### config.mk
export PLATFORM = sky130hd
export DESIGN_NAME = mem_boot_loader
export DESIGN_NICKNAME = d
export VERILOG_FILES = /design/src/rtl/mem_boot_loader_pkg.sv /design/src/rtl/byte_word_packer.sv /design/src/rtl/mem_boot_loader.sv
export SDC_FILE = /design/constraint.sdc
export NUM_CORES = 1
export LEC_CHECK = 0
export ABC_AREA = 1
export BUFFER_PORTS_ARGS = -buffer_cell sky130_fd_sc_hd__buf_2
export CAP_MARGIN = 20
export CORE_ASPECT_RATIO = 1.2
export CORE_MARGIN = 4
export CORE_UTILIZATION = 59
export CTS_CLUSTER_SIZE = 30
export DETAILED_ROUTE_END_ITERATION = 8
export GPL_TIMING_DRIVEN = 1
export PLACE_DENSITY = 0.8
export SLEW_MARGIN = 40
export SYNTH_ARGS = -nofsm -noshare
export SYNTH_HDL_FRONTEND = slang
export SYNTH_SLANG_ARGS = --single-unit
### constraint.sdc
create_clock -name clk -period 2.76 [get_ports clk]
set_clock_uncertainty 0.05 [all_clocks]
set_input_delay 0.276 -clock clk [delete_from_list [all_inputs] [get_ports clk]]
set_output_delay 0.276 -clock clk [all_outputs]
set_load 0.02 [all_outputs]
### src/rtl/mem_boot_loader_pkg.sv
// Shared types and command codes for the byte-stream boot loader.
// Used by mem_boot_loader and its testbench.
package mem_boot_loader_pkg;

    typedef enum logic [3:0] {
        ST_IDLE,
        ST_ADDR_HI,
        ST_ADDR_LO,
        ST_CNT_HI,
        ST_CNT_LO,
        ST_DATA,
        ST_CSUM,
        ST_RUN,
        ST_ERR
    } state_t;

    localparam logic [7:0] CMD_IMEM = 8'h49;
    localparam logic [7:0] CMD_DMEM = 8'h44;
    localparam logic [7:0] CMD_GO   = 8'h47;

    function automatic logic is_load(input logic [7:0] cmd);
        return (cmd == CMD_IMEM) || (cmd == CMD_DMEM);
    endfunction

endpackage

### src/rtl/byte_word_packer.sv
// Assembles four stream bytes MSB-first into a 32-bit word.
// word/word_done are valid combinationally in the cycle the 4th byte shifts in.
module byte_word_packer (
    input  logic        clk,
    input  logic        rst,
    input  logic        clr,
    input  logic        shift,
    input  logic [7:0]  in_byte,
    output logic [31:0] word,
    output logic        word_done
);

    logic [23:0] sr;
    logic [1:0]  cnt;

    // Shift register and byte counter; cleared on reset or frame start
    always_ff @(posedge clk) begin
        if (rst || clr) begin
            sr  <= '0;
            cnt <= '0;
        end else if (shift) begin
            sr  <= {sr[15:0], in_byte};
            cnt <= cnt + 2'd1;
        end
    end

    assign word      = {sr, in_byte};
    assign word_done = shift && (cnt == 2'd3);

endmodule

### src/rtl/mem_boot_loader.sv
// Framed byte-stream loader for instruction memory and data RAM.
// Optional checksum byte per I/D frame: define BOOT_LOADER_CHECKSUM_EN.
module mem_boot_loader
    import mem_boot_loader_pkg::*;
#(
    parameter int ADDR_W = 10
) (
    input  logic              clk,
    input  logic              rst,
    input  logic [7:0]        in_data,
    input  logic              in_valid,
    output logic              in_ready,
    output logic              imem_we,
    output logic              dmem_we,
    output logic [ADDR_W-1:0] mem_addr,
    output logic [31:0]       mem_wdata,
    output logic              cpu_rst,
    output logic              done,
    output logic              err
);

`ifdef BOOT_LOADER_CHECKSUM_EN
    localparam bit     CSUM_EN = 1'b1;
    localparam state_t END_ST  = ST_CSUM;
`else
    localparam bit     CSUM_EN = 1'b0;
    localparam state_t END_ST  = ST_IDLE;
`endif

    state_t            state;
    state_t            state_nxt;
    logic              accept;
    logic [7:0]        addr_hi;
    logic [7:0]        cnt_hi;
    logic [ADDR_W-1:0] ptr;
    logic [15:0]       cnt;
    logic [15:0]       cnt_in;
    logic              sel_imem;
    logic [7:0]        csum;
    logic [7:0]        csum_nxt;
    logic [31:0]       word;
    logic              word_done;

    assign in_ready = !rst && (state != ST_RUN) && (state != ST_ERR);
    assign accept   = in_valid && in_ready;
    assign cnt_in   = {cnt_hi, in_data};
    assign csum_nxt = csum + in_data;
    assign cpu_rst  = (state != ST_RUN);
    assign err      = (state == ST_ERR);

    byte_word_packer u_packer (
        .clk       (clk),
        .rst       (rst),
        .clr       (accept && (state == ST_IDLE)),
        .shift     (accept && (state == ST_DATA)),
        .in_byte   (in_data),
        .word      (word),
        .word_done (word_done)
    );

    // State register
    always_ff @(posedge clk) begin
        if (rst) state <= ST_IDLE;
        else     state <= state_nxt;
    end

    // Next-state decode; only an accepted byte moves the FSM
    always_comb begin
        state_nxt = state;
        if (accept) begin
            unique case (state)
                ST_IDLE: begin
                    if (is_load(in_data))        state_nxt = ST_ADDR_HI;
                    else if (in_data == CMD_GO)  state_nxt = ST_RUN;
                    else                         state_nxt = ST_ERR;
                end
                ST_ADDR_HI: state_nxt = ST_ADDR_LO;
                ST_ADDR_LO: state_nxt = ST_CNT_HI;
                ST_CNT_HI:  state_nxt = ST_CNT_LO;
                ST_CNT_LO: begin
                    if (cnt_in == 16'd0) state_nxt = END_ST;
                    else                 state_nxt = ST_DATA;
                end
                ST_DATA: begin
                    if (word_done && cnt == 16'd1) state_nxt = END_ST;
                end
                ST_CSUM: begin
                    if (csum_nxt == 8'h00) state_nxt = ST_IDLE;
                    else                   state_nxt = ST_ERR;
                end
                default: state_nxt = state;
            endcase
        end
    end

    // Frame fields, counters, checksum and registered write port
    always_ff @(posedge clk) begin
        if (rst) begin
            addr_hi   <= '0;
            cnt_hi    <= '0;
            ptr       <= '0;
            cnt       <= '0;
            sel_imem  <= 1'b0;
            csum      <= '0;
            imem_we   <= 1'b0;
            dmem_we   <= 1'b0;
            mem_addr  <= '0;
            mem_wdata <= '0;
            done      <= 1'b0;
        end else begin
            imem_we <= 1'b0;
            dmem_we <= 1'b0;
            done    <= 1'b0;
            if (accept) begin
                csum <= csum_nxt;
                unique case (state)
                    ST_IDLE: begin
                        csum     <= in_data;
                        sel_imem <= (in_data == CMD_IMEM);
                    end
                    ST_ADDR_HI: addr_hi <= in_data;
                    ST_ADDR_LO: ptr <= ADDR_W'({addr_hi, in_data});
                    ST_CNT_HI:  cnt_hi <= in_data;
                    ST_CNT_LO: begin
                        cnt  <= cnt_in;
                        done <= !CSUM_EN && (cnt_in == 16'd0);
                    end
                    ST_DATA: begin
                        if (word_done) begin
                            imem_we   <= sel_imem;
                            dmem_we   <= !sel_imem;
                            mem_addr  <= ptr;
                            mem_wdata <= word;
                            ptr       <= ptr + ADDR_W'(1);
                            cnt       <= cnt - 16'd1;
                            done      <= !CSUM_EN && (cnt == 16'd1);
                        end
                    end
                    ST_CSUM: done <= (csum_nxt == 8'h00);
                    default: ;
                endcase
            end
        end
    end

endmodule

* Word level (Yosys, flattened, before mapping)
Cells that the tools add are included.
** Word-level totals
- Output and inout port bits :: 48
- Memories :: 0
- Bits in latches :: 0
- Memory bits (writable) :: 0
- ROM bits :: 0
- Register bits after elaboration :: 120
** Cells by class
- Reduce and logical (&&, ||, !) cells :: 26
- Add/subtract/negate cells :: 4
- Multipliers :: 0
- Muxes and demuxes :: 13
- Bitwise operators :: 3
- Shift-type cells :: 0
- Equality and inequality tests :: 16
- Magnitude comparators :: 0
- Div/mod/pow operators :: 0
** Operators by type and width (count)
- $pmux W16 S2 :: 1
- $pmux W4 S7 :: 1
- $eq A8 B7 Y1 const B :: 3
- $pmux W10 S2 :: 1
- $eq A16 B1 Y1 const B :: 1
- $logic_not A16 Y1 :: 1
- $mux W16 :: 1
- $mux W4 :: 4
- $sub A16 B1 Y16 const B :: 1
- $eq A4 B3 Y1 const B :: 3
- $reduce_and A3 Y1 :: 4
- $add A10 B1 Y10 const B :: 1
- $mux W10 :: 1
- $add A8 B8 Y8 :: 1
- $eq A4 B2 Y1 const B :: 2
- $logic_not A8 Y1 :: 1
- $mux W8 :: 1
- $logic_and A1 B1 Y1 :: 7
- $reduce_bool A7 Y1 :: 1
- $reduce_and A2 Y1 :: 3
- $eq A4 B1 Y1 const B :: 1
- $eq A4 B4 Y1 const B :: 1
- $logic_not A4 Y1 :: 1
- $ne A4 B3 Y1 const B :: 1
- other kinds (14) :: 19

* Logic depth before layout (Yosys ltp)
- Depth after elaboration :: 9
- Depth in mapped cells :: 14
- Mapped depth without buffers :: 14

* Modules after synthesis
From an unflattened synthesis, not the netlist that was laid out.
** Unflattened totals
- Cell total of the unflattened synthesis :: 849
- Area total of the unflattened synthesis :: 5860.6 sq um
** By module, submodules not included
- mem_boot_loader :: area an instance 4698.3 sq um, cells an instance 674, times used 1, sequential area each 1881.8 sq um
- byte_word_packer :: area an instance 1162.4 sq um, cells an instance 175, times used 1, sequential area each 520.5 sq um

* Worst setup path before layout
Ideal clock, no wire load.
- Path type :: reg2reg
- Start point :: register csum[0]
- End point :: register state[3]
- Buffers on the path :: 0
- Setup time :: 0.112 ns
- Required time :: 2.598 ns
- Arrival time :: 1.779 ns
- Cell stages (with the launch flop) :: 12
- Setup slack :: 0.820 ns
- Cells stage by stage :: dfxtp_1 ha_1 fa_1 or2_2 nor2_1 nand3_1 nor2_1 nand2_1 nor2_1 nor2_1 nor2_1 nor2_1
** Between the ends
- Cells in the longest elaborated chain, start to end :: 4
** Ends and longest elaborated chain
- start: declaration :: line mem_boot_loader.sv:39 : logic [7:0] csum;
- start signal: assignment :: line mem_boot_loader.sv:115 : csum <= csum_nxt;
- start signal: assignment :: line mem_boot_loader.sv:118 : csum <= in_data;
- $add A8 B8 Y8 :: line mem_boot_loader.sv:47 : assign csum_nxt = csum + in_data;
- $logic_not A8 Y1 :: line mem_boot_loader.sv:88 : if (csum_nxt == 8'h00) state_nxt = ST_IDLE;
- $mux W4 :: line mem_boot_loader.sv:88
- $pmux W4 S7 :: line mem_boot_loader.sv:71 : unique case (state)
- end signal: assignment :: line mem_boot_loader.sv:64 : else state <= state_nxt;
- end: declaration :: line mem_boot_loader.sv:30 : state_t state;
No other way between the ends.
A chain may end at the register's enable or synchronous reset.

* Final worst setup path
- Start point :: register state[1]
- End point :: register mem_wdata[15]
** Between the ends
- Cells in the longest elaborated chain, start to end :: 7
** Ends and longest elaborated chain
- $ne A4 B3 Y1 :: line mem_boot_loader.sv:44 : assign in_ready = !rst && (state != ST_RUN) && (state != ST_ERR);
- $logic_and A1 B1 Y1 (2 in a row) :: line mem_boot_loader.sv:44
- $logic_and A1 B1 Y1 :: line mem_boot_loader.sv:45 : assign accept = in_valid && in_ready;
- $logic_and A1 B1 Y1 :: line mem_boot_loader.sv:55 : .shift (accept && (state == ST_DATA)),
- $logic_and A1 B1 Y1 :: line byte_word_packer.sv:28 : assign word_done = shift && (cnt == 2'd3);
- $reduce_and A3 Y1 (no line) (*)
- end signal: assignment :: line mem_boot_loader.sv:133 : mem_wdata <= word;
- end: declaration :: line mem_boot_loader.sv:16 : output logic [31:0] mem_wdata,
Mark *: on every way between the ends. The rest lies on a longest branch, timed or not.

==> reports/results.txt <==
GRT Overall Usage - 26.88%
Antenna diodes - 0
highest metal used - met4
DRT antenna net count - 0
WP data required - 3.02 ns
row cnt - 39
H-tree depth - 4
share of layout cells above drive strength 1 - 14.90%
Filler cells - 775
status - finished clean
Die Span Y - 116.1 um
initial antenna violation count - 0
Post-CTS Setup Bufs - 0
cells on worst reg2reg path - 10
Remaining DRCs - 0
Starting Density - 60.34%
Avg Inst Size Synth - 7.150 sq um
Setup violations, final - 0
CP endpoint - mem_wdata[15]
Yosys reg bits - 120
Critical R2R Capture - mem_wdata[15]
Pwr Density - 698.5 mW/mm^2
Worst R2R Setup Slack - 0.62 ns
Syn Inst Count - 803
Yosys cell types - 38
CTS resizes - 0
minimum clock period after layout - 2.137 ns
WL per Instance - 15.36 um
global-route wire length before repair - 24.75 mm
Max clock buf depth - 2
hold_buf cts - 0
Inserted Clock Buffers - 17
nets - 876
Net Count, Synth - 826
Fin. Hold Viols - 0
area of the core - 0.009515 sq mm
RSZ-0062 raised after global routing - no
Clock Latency Late Sink - 0.42 ns
Vias/cell - 5.670
pin count of the biggest net entering global routing - 79
GP Congestion - 0.8859
Pleak - 2.992 nW
Worst Path Max Fanout - 47
Hold WC Path Type - input port to flop
Area Overhead vs Synth - 16.47%
boundary pin count - 59
routed wire length - 15.20 mm
vias in the first global route - 5296
CP endpoint kind - flop
Setup crit start - state[1]
dpl hpwl - 10.25 mm
Vias - 5608
CTS tree - done
r2r startpoint - state[1]
met1 wire length - 6.029 mm
Finished Layout Cells - 989
Slew @ Worst Pin - 0.7160 ns
Root Driver - clkbuf_16
post-synthesis cell area - 0.005742 sq mm
VDD IR max - 408.1 uV
grt total ovfl - 0
Startpoint Class - flop
CTS Sinks - 120
I/O Buffers - 58
Crit Path Category - flop to flop
period utilization - 77.42%
sequential area share after synthesis - 41.84%
setup TNS - 0 ns
Yosys warning count - 0
Die Footprint - 0.01138 sq mm
DRT iter0 DRCs - 329
max-slew violation count - 0
Die X - 98.06 um
Critical Path AT - 2.39 ns
relative slew slack - 52.27%
Clock transition at path regs - 0.06 ns
metal2 WL - 7.862 mm
Placed Cells - 957
met3 WL - 880 um
DR pass1 iterations - 6
Fmax - 0.4680 GHz
max cap viols - 0
-- stage by stage --
step | area (sq um) | util (%) | hold slack [ns] | total power [mW] | worst slack, ns
global route | 6688 | 70.28 | 0.1735 | 4.824 | 0.4342
finish | 6688 | 70.28 | 0.1639 | 4.671 | 0.6232
floorplan | 5742 | - | 0.3425 | 2.177 | 0.8198
detailed placement | 6046 | 63.54 | 0.3706 | 2.297 | 0.5180
global placement | 6046 | 63.54 | 0.3658 | 2.285 | 0.5518
CTS | 6688 | 70.28 | 0.1580 | 4.677 | 0.6094
-- layout make-up --
cell class	instances	area [sq um]	share of cell area (%)
multi-input cells	554	2779	41.55
well taps	123	153.9	2.301
clock inverters	15	216.5	3.237
repair buffers	66	350.3	5.239
inverters	94	360.3	5.388
flip-flops and latches	120	2402	35.92
clock buffers	17	425.4	6.361
-- worst max-delay path, cell delays in order (launching register included) --
cell	delay, ns
dfxtp_1	0.43
nand2_1	0.14
inv_2	0.12
nand2_4	0.06
nand3_4	0.09
nor2_4	0.08
nand3_4	0.07
clkinv_2	0.43
buf_4	0.37
nor2_1	0.10
nor2_1	0.06
-- metal layers --
metal / track usage, % / vias to the layer above
met1: 30.37 / 2636
met5: 0 / -
met2: 48.82 / 194
met3: 5.840 / 42
met4: 11.73 / 0
li1: - / 2736
-- cells in the mapped netlist, drive strengths merged --
cell | n | area share [%]
fa | 1 | 0.35
ha | 11 | 2.4
o21bai | 1 | 0.13
o21ai | 106 | 9.2
nor2 | 101 | 7.0
or2 | 3 | 0.33
nand3 | 36 | 3.6
inv | 92 | 6.1
xor2 | 9 | 1.4
clkinv | 2 | 0.17
o221a | 1 | 0.20
nor3 | 13 | 1.1
o22ai | 3 | 0.33
buf | 23 | 2.7
o32ai | 1 | 0.15
a31oi | 4 | 0.44
dfxtp | 120 | 42
clkbuf | 12 | 0.78
o211ai | 4 | 0.52
nand2 | 140 | 10
a211oi | 4 | 0.52
nand3b | 2 | 0.33
nand4 | 9 | 1.2
a21oi | 105 | 9.2
-- sequential cells by signal, indices dropped and copies added (netlist names) --
signal / cells
mem_wdata: 32
u_packer.sr: 24
cnt: 16
mem_addr: 10
ptr: 10
cnt_hi: 8
csum: 8
state: 4
addr_hi: 2
u_packer.cnt: 2
dmem_we: 1
done: 1
imem_we: 1
sel_imem: 1
-- where the power goes --
part | switching [mW] | internal [mW]
Combinational | 0.335 | 0.149
Clock | 0.868 | 1.53
Sequential | 0.0229 | 1.76
Total | 1.23 | 3.45
-- cells in the final DEF (no fill, tap or decap), types with 8 or more instances in the layout --
master,Yosys,final
nand4_1,8,8
xor2_1,9,9
nand3_1,34,34
nor2_1,97,97
buf_2,13,58
inv_1,86,85
a21oi_1,104,104
ha_1,11,11
nand2_1,131,131
dfxtp_1,120,120
clkbuf_16,0,17
nor3_1,13,13
o21ai_0,104,104
buf_4,4,8
-- logic make-up (layout without fill, tap and decap cells) --
logic type	after synthesis	after routing	share of synthesized area [%]
buf+inv	129	192	9.762
xor+xnor	9	9	1.373
fa+ha+maj	12	12	2.746
compound gates	229	229	20.75
simple gates	304	304	23.53
flops	120	120	41.84
-- worst min-delay path by stage --
stage	startpoint	to	slack (ns)	depth (start not counted)
3_3_place_gp	sel_imem	dmem_we	0.37	1
6_report	in_data[2]	u_packer.sr[2]	0.16	3
3_5_place_dp	sel_imem	dmem_we	0.37	1
4_1_cts	in_data[2]	u_packer.sr[2]	0.16	3
2_1_floorplan	sel_imem	dmem_we	0.34	1
5_1_grt	in_data[2]	u_packer.sr[2]	0.17	3
(Power assumes the default switching activity.)
